[src/rtl/lane_del_mutate_if.sv]
// Gene stream bundle for the NEAT deletion lane.
//
// Handshake: in_valid qualifies genome_start-aligned gene_in/phase/random in
// the cycle it is high; there is no ready, so the sink takes one gene every
// cycle. out_valid qualifies gene_out one cycle later; gene_out is zero
// whenever out_valid is low. Nothing ever stalls.
interface lane_del_mutate_if #(
  parameter int GENE_SZ = 64,
  parameter int ATTR_SZ = 8
);
  logic               genome_start;
  logic               in_valid;
  logic [1:0]         phase;
  logic [GENE_SZ-1:0] gene_in;
  logic [ATTR_SZ-1:0] random;
  logic [GENE_SZ-1:0] gene_out;
  logic               out_valid;

  modport master (
    output genome_start, in_valid, phase, gene_in, random,
    input  gene_out, out_valid
  );

  modport slave (
    input  genome_start, in_valid, phase, gene_in, random,
    output gene_out, out_valid
  );
endinterface

[src/rtl/lane_del_mutate.sv]
// Per-lane NEAT deletion stage: drops hidden nodes on a random draw (bounded
// by DEL_DEPTH per genome), remembers their ids, and drops every connection
// that touches a remembered id or loses its own random draw.
module lane_del_mutate #(
  parameter int GENE_SZ   = 64,
  parameter int ATTR_SZ   = 8,
  parameter int DEL_DEPTH = 8,
  parameter int CNT_SZ    = 8
) (
  input  logic               clk,
  input  logic               rst,
  lane_del_mutate_if.slave   bus,
  input  logic [ATTR_SZ-1:0] node_del_prob,
  input  logic [ATTR_SZ-1:0] conn_del_prob,
  input  logic               node_del_en,
  input  logic               conn_del_en,
  output logic [CNT_SZ-1:0]  del_node_cnt,
  output logic [CNT_SZ-1:0]  del_conn_cnt,
  output logic               list_full,
  output logic               seq_err,
  output logic [1:0]         state_dbg
);

  typedef enum logic [1:0] {
    S_IDLE = 2'd0,
    S_NODE = 2'd1,
    S_CONN = 2'd2
  } state_t;

  localparam logic [CNT_SZ-1:0] CNT_MAX = '1;
  localparam logic [CNT_SZ-1:0] DEPTH_C = CNT_SZ'(DEL_DEPTH);

  state_t               state_q, state_d;
  logic [ATTR_SZ-1:0]   list_id_q [DEL_DEPTH];
  logic [ATTR_SZ-1:0]   list_id_d [DEL_DEPTH];
  logic [DEL_DEPTH-1:0] list_vld_q, list_vld_d;
  logic [CNT_SZ-1:0]    node_cnt_q, node_cnt_d;
  logic [CNT_SZ-1:0]    conn_cnt_q, conn_cnt_d;
  logic                 list_full_q, list_full_d;
  logic                 seq_err_q, seq_err_d;
  logic [GENE_SZ-1:0]   gene_out_q, gene_out_d;
  logic                 out_valid_q, out_valid_d;

  // Views of the genome state after an optional genome_start clear, so the
  // gene arriving with genome_start sees an empty list and zero counters.
  state_t               st_eff;
  logic [DEL_DEPTH-1:0] vld_eff;
  logic [CNT_SZ-1:0]    ncnt_eff, ccnt_eff;
  logic                 serr_eff, full_eff;

  logic [1:0]           node_type;
  logic [ATTR_SZ-1:0]   id_f, dst_f;
  logic                 hit;

  // Next-state for the sequencing FSM, deletion list, counters and output.
  always_comb begin
    st_eff    = bus.genome_start ? S_IDLE : state_q;
    vld_eff   = bus.genome_start ? '0 : list_vld_q;
    ncnt_eff  = bus.genome_start ? '0 : node_cnt_q;
    ccnt_eff  = bus.genome_start ? '0 : conn_cnt_q;
    serr_eff  = bus.genome_start ? 1'b0 : seq_err_q;
    full_eff  = (ncnt_eff == DEPTH_C);

    node_type = bus.gene_in[7*ATTR_SZ-2 : 7*ATTR_SZ-3];
    id_f      = bus.gene_in[6*ATTR_SZ-1 : 5*ATTR_SZ];
    dst_f     = bus.gene_in[5*ATTR_SZ-1 : 4*ATTR_SZ];

    hit = 1'b0;
    for (int i = 0; i < DEL_DEPTH; i++) begin
      if (vld_eff[i] && (list_id_q[i] == id_f || list_id_q[i] == dst_f)) begin
        hit = 1'b1;
      end
    end

    state_d     = st_eff;
    list_vld_d  = vld_eff;
    list_id_d   = list_id_q;
    node_cnt_d  = ncnt_eff;
    conn_cnt_d  = ccnt_eff;
    seq_err_d   = serr_eff;
    gene_out_d  = '0;
    out_valid_d = 1'b0;

    if (bus.in_valid) begin
      case (bus.phase)
        2'b00: begin
          if (st_eff == S_CONN) begin
            // Out-of-order node: flag it and let it through untouched.
            seq_err_d   = 1'b1;
            gene_out_d  = bus.gene_in;
            out_valid_d = 1'b1;
          end else begin
            state_d = S_NODE;
            if (node_del_en && (bus.random > node_del_prob) &&
                (node_type == 2'b00) && !full_eff) begin
              for (int i = 0; i < DEL_DEPTH; i++) begin
                if (CNT_SZ'(i) == ncnt_eff) begin
                  list_id_d[i]  = id_f;
                  list_vld_d[i] = 1'b1;
                end
              end
              node_cnt_d = (ncnt_eff == CNT_MAX) ? ncnt_eff : ncnt_eff + 1'b1;
            end else begin
              gene_out_d  = bus.gene_in;
              out_valid_d = 1'b1;
            end
          end
        end
        2'b10: begin
          state_d = S_CONN;
          if (hit || (conn_del_en && (bus.random > conn_del_prob))) begin
            conn_cnt_d = (ccnt_eff == CNT_MAX) ? ccnt_eff : ccnt_eff + 1'b1;
          end else begin
            gene_out_d  = bus.gene_in;
            out_valid_d = 1'b1;
          end
        end
        default: begin
          seq_err_d = 1'b1;
        end
      endcase
    end

    list_full_d = (node_cnt_d == DEPTH_C);
  end

  // Register all genome state and the one-cycle-latency output.
  always_ff @(posedge clk or negedge rst) begin
    if (!rst) begin
      state_q     <= S_IDLE;
      list_vld_q  <= '0;
      for (int i = 0; i < DEL_DEPTH; i++) list_id_q[i] <= '0;
      node_cnt_q  <= '0;
      conn_cnt_q  <= '0;
      list_full_q <= 1'b0;
      seq_err_q   <= 1'b0;
      gene_out_q  <= '0;
      out_valid_q <= 1'b0;
    end else begin
      state_q     <= state_d;
      list_vld_q  <= list_vld_d;
      for (int i = 0; i < DEL_DEPTH; i++) list_id_q[i] <= list_id_d[i];
      node_cnt_q  <= node_cnt_d;
      conn_cnt_q  <= conn_cnt_d;
      list_full_q <= list_full_d;
      seq_err_q   <= seq_err_d;
      gene_out_q  <= gene_out_d;
      out_valid_q <= out_valid_d;
    end
  end

  assign bus.gene_out  = gene_out_q;
  assign bus.out_valid = out_valid_q;
  assign del_node_cnt  = node_cnt_q;
  assign del_conn_cnt  = conn_cnt_q;
  assign list_full     = list_full_q;
  assign seq_err       = seq_err_q;
  assign state_dbg     = state_q;

endmodule

[src/flat_wrapper.sv]
// flat-port wrapper written by rule: the top's interface ports become plain ports
module lane_del_mutate_flat 
#(
  parameter int GENE_SZ   = 64,
  parameter int ATTR_SZ   = 8,
  parameter int DEL_DEPTH = 8,
  parameter int CNT_SZ    = 8
)
  (clk, rst, node_del_prob, conn_del_prob, node_del_en, conn_del_en, del_node_cnt, del_conn_cnt, list_full, seq_err, state_dbg, bus_genome_start, bus_in_valid, bus_phase, bus_gene_in, bus_random, bus_gene_out, bus_out_valid);
  lane_del_mutate_if #(.GENE_SZ(GENE_SZ), .ATTR_SZ(ATTR_SZ)) bus_i ();
  input  logic clk;
  input  logic rst;
  input  logic [ATTR_SZ-1:0] node_del_prob;
  input  logic [ATTR_SZ-1:0] conn_del_prob;
  input  logic node_del_en;
  input  logic conn_del_en;
  output logic [CNT_SZ-1:0] del_node_cnt;
  output logic [CNT_SZ-1:0] del_conn_cnt;
  output logic list_full;
  output logic seq_err;
  output logic [1:0] state_dbg;
  input wire logic [$bits(bus_i.genome_start)-1:0] bus_genome_start;
  input wire logic [$bits(bus_i.in_valid)-1:0] bus_in_valid;
  input wire logic [$bits(bus_i.phase)-1:0] bus_phase;
  input wire logic [$bits(bus_i.gene_in)-1:0] bus_gene_in;
  input wire logic [$bits(bus_i.random)-1:0] bus_random;
  output wire logic [$bits(bus_i.gene_out)-1:0] bus_gene_out;
  output wire logic [$bits(bus_i.out_valid)-1:0] bus_out_valid;
  assign bus_i.genome_start = bus_genome_start;
  assign bus_i.in_valid = bus_in_valid;
  assign bus_i.phase = bus_phase;
  assign bus_i.gene_in = bus_gene_in;
  assign bus_i.random = bus_random;
  assign bus_gene_out = bus_i.gene_out;
  assign bus_out_valid = bus_i.out_valid;
  lane_del_mutate #(.GENE_SZ(GENE_SZ), .ATTR_SZ(ATTR_SZ), .DEL_DEPTH(DEL_DEPTH), .CNT_SZ(CNT_SZ)) u_core (.clk(clk), .rst(rst), .bus(bus_i), .node_del_prob(node_del_prob), .conn_del_prob(conn_del_prob), .node_del_en(node_del_en), .conn_del_en(conn_del_en), .del_node_cnt(del_node_cnt), .del_conn_cnt(del_conn_cnt), .list_full(list_full), .seq_err(seq_err), .state_dbg(state_dbg));
endmodule
[config.mk]
export PLATFORM = sky130hd
export DESIGN_NAME = lane_del_mutate_flat
export DESIGN_NICKNAME = d
export VERILOG_FILES = /design/src/rtl/lane_del_mutate_if.sv /design/src/rtl/lane_del_mutate.sv /design/src/flat_wrapper.sv
export SDC_FILE = /design/constraint.sdc
export NUM_CORES = 1
export LEC_CHECK = 0
export CORE_ASPECT_RATIO = 0.6
export CORE_MARGIN = 1.5
export CORE_UTILIZATION = 46
export CTS_CLUSTER_SIZE = 25
export DETAILED_ROUTE_END_ITERATION = 7
export GPL_TIMING_DRIVEN = 0
export PLACE_DENSITY = 0.88
export SETUP_SLACK_MARGIN = 0.5
export SYNTH_ARGS = -nofsm -noshare
export SYNTH_HDL_FRONTEND = slang
export SYNTH_SLANG_ARGS = --single-unit
[constraint.sdc]
create_clock -name clk -period 2.3 [get_ports clk]
set_clock_uncertainty 0.15 [all_clocks]
set_input_delay 0.46 -clock clk [delete_from_list [all_inputs] [get_ports clk]]
set_output_delay 0.46 -clock clk [all_outputs]
set_load 0.05 [all_outputs]
==> run_results.csv, run 1 <==
group,metric,value,unit
critical_path,cp.required,2.46,ns
critical_path,worstPathMaxFanout,8,
global_routing,grt-busiest-layer,"met2",
synth,synth-edff-count,0,
floorplan,die_area,18500,sq um
cells_and_area,instances_no_fill,1207,
cts,numCtsBuffers,17,
floorplan,die_w,174.6,um
hold_path,hp-class,"in2reg",
timing,relSlewSlack,53.84,%
cts,clock_latency,0.43,ns
synth,async_flop_share,100.0,%
cells_and_area,final_common_cell,"dfrtp_1",
synth,synth.top_cell.area_share,48.35,%
critical_path,cp-end-kind,"register",
placed_design,dpl_worst_slack,-1.525,ns
synth,synth_area_leaders,"dfrtp_1 (48%), xor2_1 (14%), mux2_2 (9.1%)",
synth,yosysTopAreaCell,"dfrtp_1",
floorplan,core_area,17220,sq um
outcome,violations,"negative setup slack",
detailed_routing,drt-total-wl,28.85,mm
timing,final_hold_viol_count,0,
timing,post-route-min-period,2.683,ns
placed_design,placed_cells,1108,
cts,clk_pin_slew,0.06,ns
timing,fin_ws,-0.3833,ns
synth,ys_seq_area_share,48.35,%
global_routing,grt_pass1_vias,7288,
placed_design,place_area,10340,sq um
synth,syn_inst,710,
timing,whs,0.2035,ns
detailed_routing,drtPass1Iterations,5,
global_routing,grtUsageMet2,45.08,%
power_and_ir_drop,powerDensity,571.6,nW/um^2
floorplan,ios,181,
synth,synthesis.nets,827,
cells_and_area,antennaDiodeCount,0,
critical_path,path_class,"reg2reg",
synth,yosysWarnings,0,
placed_design,portBuffers,163,
floorplan,rows,37,
power_and_ir_drop,ir_drop,0.4482,mV
critical_path,arrival,2.84,ns
global_routing,grt_max_degree,92,
detailed_routing,drt-vias-per-instance,5.963,
cts,cts_tree,"built",
detailed_routing,antenna_left,0,
cts,htreeDepth,4,
timing,min_period_over_period,116.7,%
placed_design,dp_hpwl,15.64,mm
timing,slew_violations,0,
flow_run,cap_violations,0,
cts,clock_path_buffers,2,
cells_and_area,fillers,1079,
synth,synth_cell_type_count,46,
cells_and_area,final_cell_mix,"dfrtp_1 (147), xor2_1 (125), clkdlybuf4s15_2 (61)",
floorplan,initial_core_util,47.18,%
cells_and_area,syn_to_final_growth,52.93,%
power_and_ir_drop,leakagePower,6.012,nW
timing,setup_viol,149,
cells_and_area,drive_gt1_share,40.80,%
cells_and_area,final_area,12430,sq um
timing,worstMarginPinSlew,0.6924,ns
synth,synth_area,8125,sq um
floorplan,die_h,105.9,um
timing,grt_setup_unrepaired,"yes",
global_routing,use_met1,39.77,%
cts,cts_sinks,157,
global_routing,grt_pass1_wl,41.41,mm
synth,synth.avg_cell_area,11.44,sq um
global_routing,grt.total_usage,29.60,%
detailed_routing,wl_per_cell,23.90,um
timing,tns,-40.82,ns
detailed_routing,drc,0,
cells_and_area,finalNetCount,1078,
cells_and_area,post-route-util,72.15,%
timing,fmax,0.3727,GHz
global_routing,grt_use_met3,9.084,%
placed_design,gp_congestion,0.8826,
power_and_ir_drop,finalPower,7.102,mW
cts,cts_root_buffer,"clkbuf_16",
synth,synth_ff_type,"dfrtp_1",
synth,ys_ff_latch,157,
critical_path,crit_path_start_kind,"register",
detailed_routing,first_iter_violations,731,
detailed_routing,vias,7197,
global_routing,grt_antenna_before_repair,1,
outcome,status,"complete, but fails checks",
global_routing,overflow,0,
## worst max-delay path, stage by stage, from the launching register on
cell      delay, ns
dfrtp_2        0.48
nand2b_4       0.11
ha_4           0.18
nand4b_1       0.16
o211ai_1       0.18
a21o_4         0.26
buf_6          0.13
nor3_4         0.24
buf_6          0.18
nand3_4        0.13
mux2_4         0.34
## layout make-up
cell class	count	area, sq um	share of cell area (%)
clock buffer	18	429.2	3.454
buffer	44	516.7	4.159
sequential	157	3941	31.72
multi-input combinational	496	4674	37.62
tap	234	292.8	2.356
clock inverter	13	180.2	1.450
inverter	21	81.33	0.6545
timing repair buffer	224	2310	18.59
## repair_timing
action | in CTS | in global routing
resized for setup | 415 | 81
setup buffers | 44 | 11
hold buffers | 1 | 0
hold endpoints to repair | 66 | 0
setup endpoints to repair | 241 | 244
cloned | 12 | 0
pin swaps | 44 | 11
## flip-flops by register name (all words and copies together), names as in the netlist
name	count
u_core.bus.gene_out	64
u_core.del_node_cnt	8
u_core.list_id_q	64
u_core.bus.out_valid	1
u_core.seq_err	1
u_core.list_vld_q	8
u_core.list_full	1
u_core.state_dbg	2
u_core.del_conn_cnt	8
## synth_stat cells (3+ instances only)
master    number
xor2_1       130
nand2_1       17
nor3_1         5
inv_1         21
buf_2         17
nand4_1        7
a22oi_1        8
ha_1          21
mux2_2        66
nor2b_1       10
dfrtp_1      157
mux2i_1        5
buf_4         16
nand2b_1      15
a21oi_1        9
a21o_1         5
nand3_2        8
and3_1        69
nor2_1        21
o21ai_0        6
nand4b_1       5
nand3b_1       3
nor4_1        33
nor3b_1        5
and2_1         3
nand3_1       10
clkbuf_1      10
o22ai_1        4
xnor2_1        5
o21a_1         3
## power breakdown
group          switching (mW)  internal (mW)
Clock                    1.26           1.73
Combinational           0.697          0.526
Sequential             0.0487           2.83
Total                    2.01           5.09
## kinds of logic after synthesis
family | share of synthesized area (%)
simple gates | 16.43
flops | 48.35
xor+xnor | 14.55
mux | 9.763
buf+inv | 4.004
compound gates | 3.665
fa+ha+maj | 3.234
## routing by layer
| layer | up-vias | part of all wire, % | routed length (um) |
|---|---|---|---|
| met5 | - | 0 | 0 |
| met2 | 565 | 45 | 12870 |
| met1 | 3506 | 40 | 11460 |
| met4 | 0 | 4.1 | 1197 |
| met3 | 131 | 11 | 3316 |
| li1 | 2995 | - | - |
## worst paths after layout
path	startpoint	end	slack [ns]	cells past startpoint
hold reg to reg	u_core.list_vld_q[0]$_DFF_PN0_	u_core.list_vld_q[0]$_DFF_PN0_	0.37	2
min in group asynchronous	rst	u_core.list_id_q[3]$_DFFE_PN0P_	0.43	2
max in group asynchronous	rst	u_core.del_node_cnt[7]$_DFF_PN0_	0.71	3
hold / removal	bus_gene_in[37]	u_core.bus.gene_out[37]$_DFF_PN0_	0.20	2
setup reg to reg	u_core.del_node_cnt[0]$_DFF_PN0_	u_core.list_id_q[62]$_DFFE_PN0P_	-0.38	10
setup / recovery	u_core.del_node_cnt[0]$_DFF_PN0_	u_core.list_id_q[62]$_DFFE_PN0P_	-0.38	10
(Power assumes the default switching activity.)
==> run 2, diff against run 1 <==
--- a/config.mk
+++ b/config.mk
@@ -10,7 +10,6 @@
 export CORE_UTILIZATION = 46
 export CTS_CLUSTER_SIZE = 25
 export DETAILED_ROUTE_END_ITERATION = 7
-export GPL_TIMING_DRIVEN = 0
 export PLACE_DENSITY = 0.88
 export SETUP_SLACK_MARGIN = 0.5
 export SYNTH_ARGS = -nofsm -noshare
==> run 2 against run 1 <==
  * The flow still finishes with violations (negative setup slack)
  * Cell count is 9.4% higher
  * Critical path depth did not move
  * First-iteration DRC count is 45% higher
  * Final area increased by 8.9%
  * Flip-flop and latch count is the same
  * Global-route usage increased by 7.2 points
  * Worst hold slack gained 0.041 ns
  * Fmax down 11%
  * Sequential power about the same
  * Combinational power is 18% higher
  * Power increased by 3.7%
  * Clock power grew 1%
  * Critical path type unchanged
  * Critical endpoint is now u_core.del_conn_cnt[1]$_DFF_PN0_
==> run_results.csv, run 2 (synthesis gave the netlist of run 1 again) <==
group,metric,value,unit
floorplan,initial_core_util,47.18,%
cells_and_area,final_cell_mix,"dfrtp_1 (151), xor2_1 (121), buf_4 (118)",
timing,fmax,0.3299,GHz
global_routing,grt_max_degree,58,
global_routing,overflow,0,
timing,slew_violations,0,
global_routing,grt_pass1_vias,8325,
critical_path,crit_path_start_kind,"register",
detailed_routing,drtPass1Iterations,7,
detailed_routing,drc,0,
placed_design,portBuffers,180,
power_and_ir_drop,comb_power_share,19.6,%
hold_path,hp-class,"in2reg",
power_and_ir_drop,p_clk_share,41.3,%
detailed_routing,antenna_left,0,
timing,final_hold_viol_count,0,
power_and_ir_drop,powerDensity,544.4,nW/um^2
timing,relSlewSlack,51.05,%
detailed_routing,vias,8092,
cells_and_area,fillers,927,
floorplan,ios,181,
hold_path,worstHoldStart,"bus_gene_in[42]",
cells_and_area,seqCellArea,3936,sq um
floorplan,rows,37,
outcome,violations,"negative setup slack",
detailed_routing,wl_per_cell,27.19,um
cells_and_area,finalNetCount,1190,
detailed_routing,first_iter_violations,1061,
timing,grt_setup_unrepaired,"yes",
detailed_routing,drt-vias-per-instance,6.130,
critical_path,critPathLaunch,"u_core.list_id_q[11]$_DFFE_PN0P_",
power_and_ir_drop,seq_power_share,39.1,%
cts,numCtsBuffers,17,
critical_path,cp-end-kind,"register",
cells_and_area,antennaDiodeCount,0,
floorplan,die_area,18500,sq um
cts,clock_latency,0.44,ns
critical_path,arrival,3.20,ns
detailed_routing,drt-total-wl,35.89,mm
floorplan,core_area,17220,sq um
power_and_ir_drop,swShare,29.92,%
placed_design,gp_congestion,0.9028,
cts,clk_pin_slew,0.07,ns
global_routing,grt_antenna_before_repair,1,
power_and_ir_drop,ir_drop,0.5767,mV
cts,cts_root_buffer,"clkbuf_16",
critical_path,worstPathMaxFanout,3,
cells_and_area,multi_input_area,4676,sq um
timing,whs,0.2442,ns
critical_path,path_class,"reg2reg",
placed_design,dp_hpwl,16.69,mm
cts,clock_path_buffers,2,
floorplan,die_h,105.9,um
critical_path,r2r_cells,10,
cts,cts_tree,"built",
global_routing,grt.total_usage,36.80,%
cells_and_area,syn_to_final_growth,66.48,%
floorplan,die_w,174.6,um
power_and_ir_drop,leakagePower,6.704,nW
cells_and_area,post-route-util,78.55,%
timing,min_period_over_period,131.8,%
cells_and_area,final_common_cell,"dfrtp_1",
global_routing,grt_pass1_wl,50.29,mm
cells_and_area,drive_gt1_share,47.24,%
flow_run,cap_violations,0,
timing,post-route-min-period,3.031,ns
cts,cts_sinks,157,
timing,worstMarginPinSlew,0.7342,ns
hold_path,holdPathStages,2,
cts,htreeDepth,4,
outcome,status,"complete, but fails checks",
timing,fin_ws,-0.7312,ns
power_and_ir_drop,p_sw,2.203,mW
timing,setup_viol,152,
critical_path,r2r-start,"u_core.list_id_q[11]$_DFFE_PN0P_",
power_and_ir_drop,internal_power,5.161,mW
critical_path,cp.required,2.47,ns
## run 2: path summary, 6_finish.rpt
path	to	slack (ns)
max	u_core.del_conn_cnt[1]$_DFF_PN0_	-0.73
min	u_core.list_id_q[18]$_DFFE_PN0P_	0.24
max reg2reg	u_core.del_conn_cnt[1]$_DFF_PN0_	-0.73
min reg2reg	u_core.list_vld_q[5]$_DFF_PN0_	0.40
max in group asynchronous	u_core.list_id_q[13]$_DFFE_PN0P_	0.97
min in group asynchronous	u_core.list_id_q[41]$_DFFE_PN0P_	0.36
## run 2: repair_timing
item,CTS,global route
buffers inserted,65,14
hold endpoints to repair,34,0
setup endpoints to repair,238,174
pin swaps,56,28
hold buffers,1,0
gates cloned,19,0
resized for setup,499,66
## run 2: layout make-up
class / instances / area share, %
clock buffers: 18 / 3.247
clock inverters: 14 / 1.258
inverters: 21 / 0.5827
multi-input cells: 496 / 34.57
flip-flops and latches: 157 / 29.10
well taps: 234 / 2.164
repair buffers: 380 / 29.08
## run 2: power groups by stage
stage                     Combinational, mW  Clock [mW]  Sequential (mW)
after floorplan                       0.390           0             3.12
after global placement                 1.09           0             2.92
after detailed placement               1.12           0             2.93
after CTS                              1.36        3.01             2.87
after global routing                   1.50        3.18             2.89
final                                  1.44        3.04             2.88
## run 2: metal layers
layer / global-route usage, % / vias to the layer above / routed length, um
met4: 18.99 / 2 / 2066
met3: 11.62 / 208 / 4618
met1: 46.05 / 3927 / 13320
li1: - / 3195 / -
met2: 57.66 / 760 / 15880
met5: 0 / - / 9
## run 2: metrics by stage
| step | setup TNS (ns) | cell area, sq um | instances | setup WS [ns] | power, mW |
|---|---|---|---|---|---|
| final | -59.66 | 13530 | 1320 | -0.7312 | 7.364 |
| after floorplan | -30.84 | 8391 | 710 | -0.3533 | 3.507 |
| after global routing | -70.57 | 13530 | 1320 | -0.8182 | 7.560 |
| after detailed placement | -146.44 | 11080 | 1189 | -1.048 | 4.044 |
| after global placement | -125.93 | 11080 | 1189 | -0.9070 | 4.015 |
| after CTS | -25.35 | 13270 | 1306 | -0.2862 | 7.242 |
## run 2: worst max-delay path: stages, from the launching register on
cell and delay (ns):
dfrtp_1 0.46, xor2_1 0.49, nor4_1 0.14, a22oi_1 0.38, o22ai_2 0.16, nor4_4 0.20
o21ai_4 0.13, buf_4 0.16, buf_4 0.13, and2_1 0.19, mux2_2 0.33
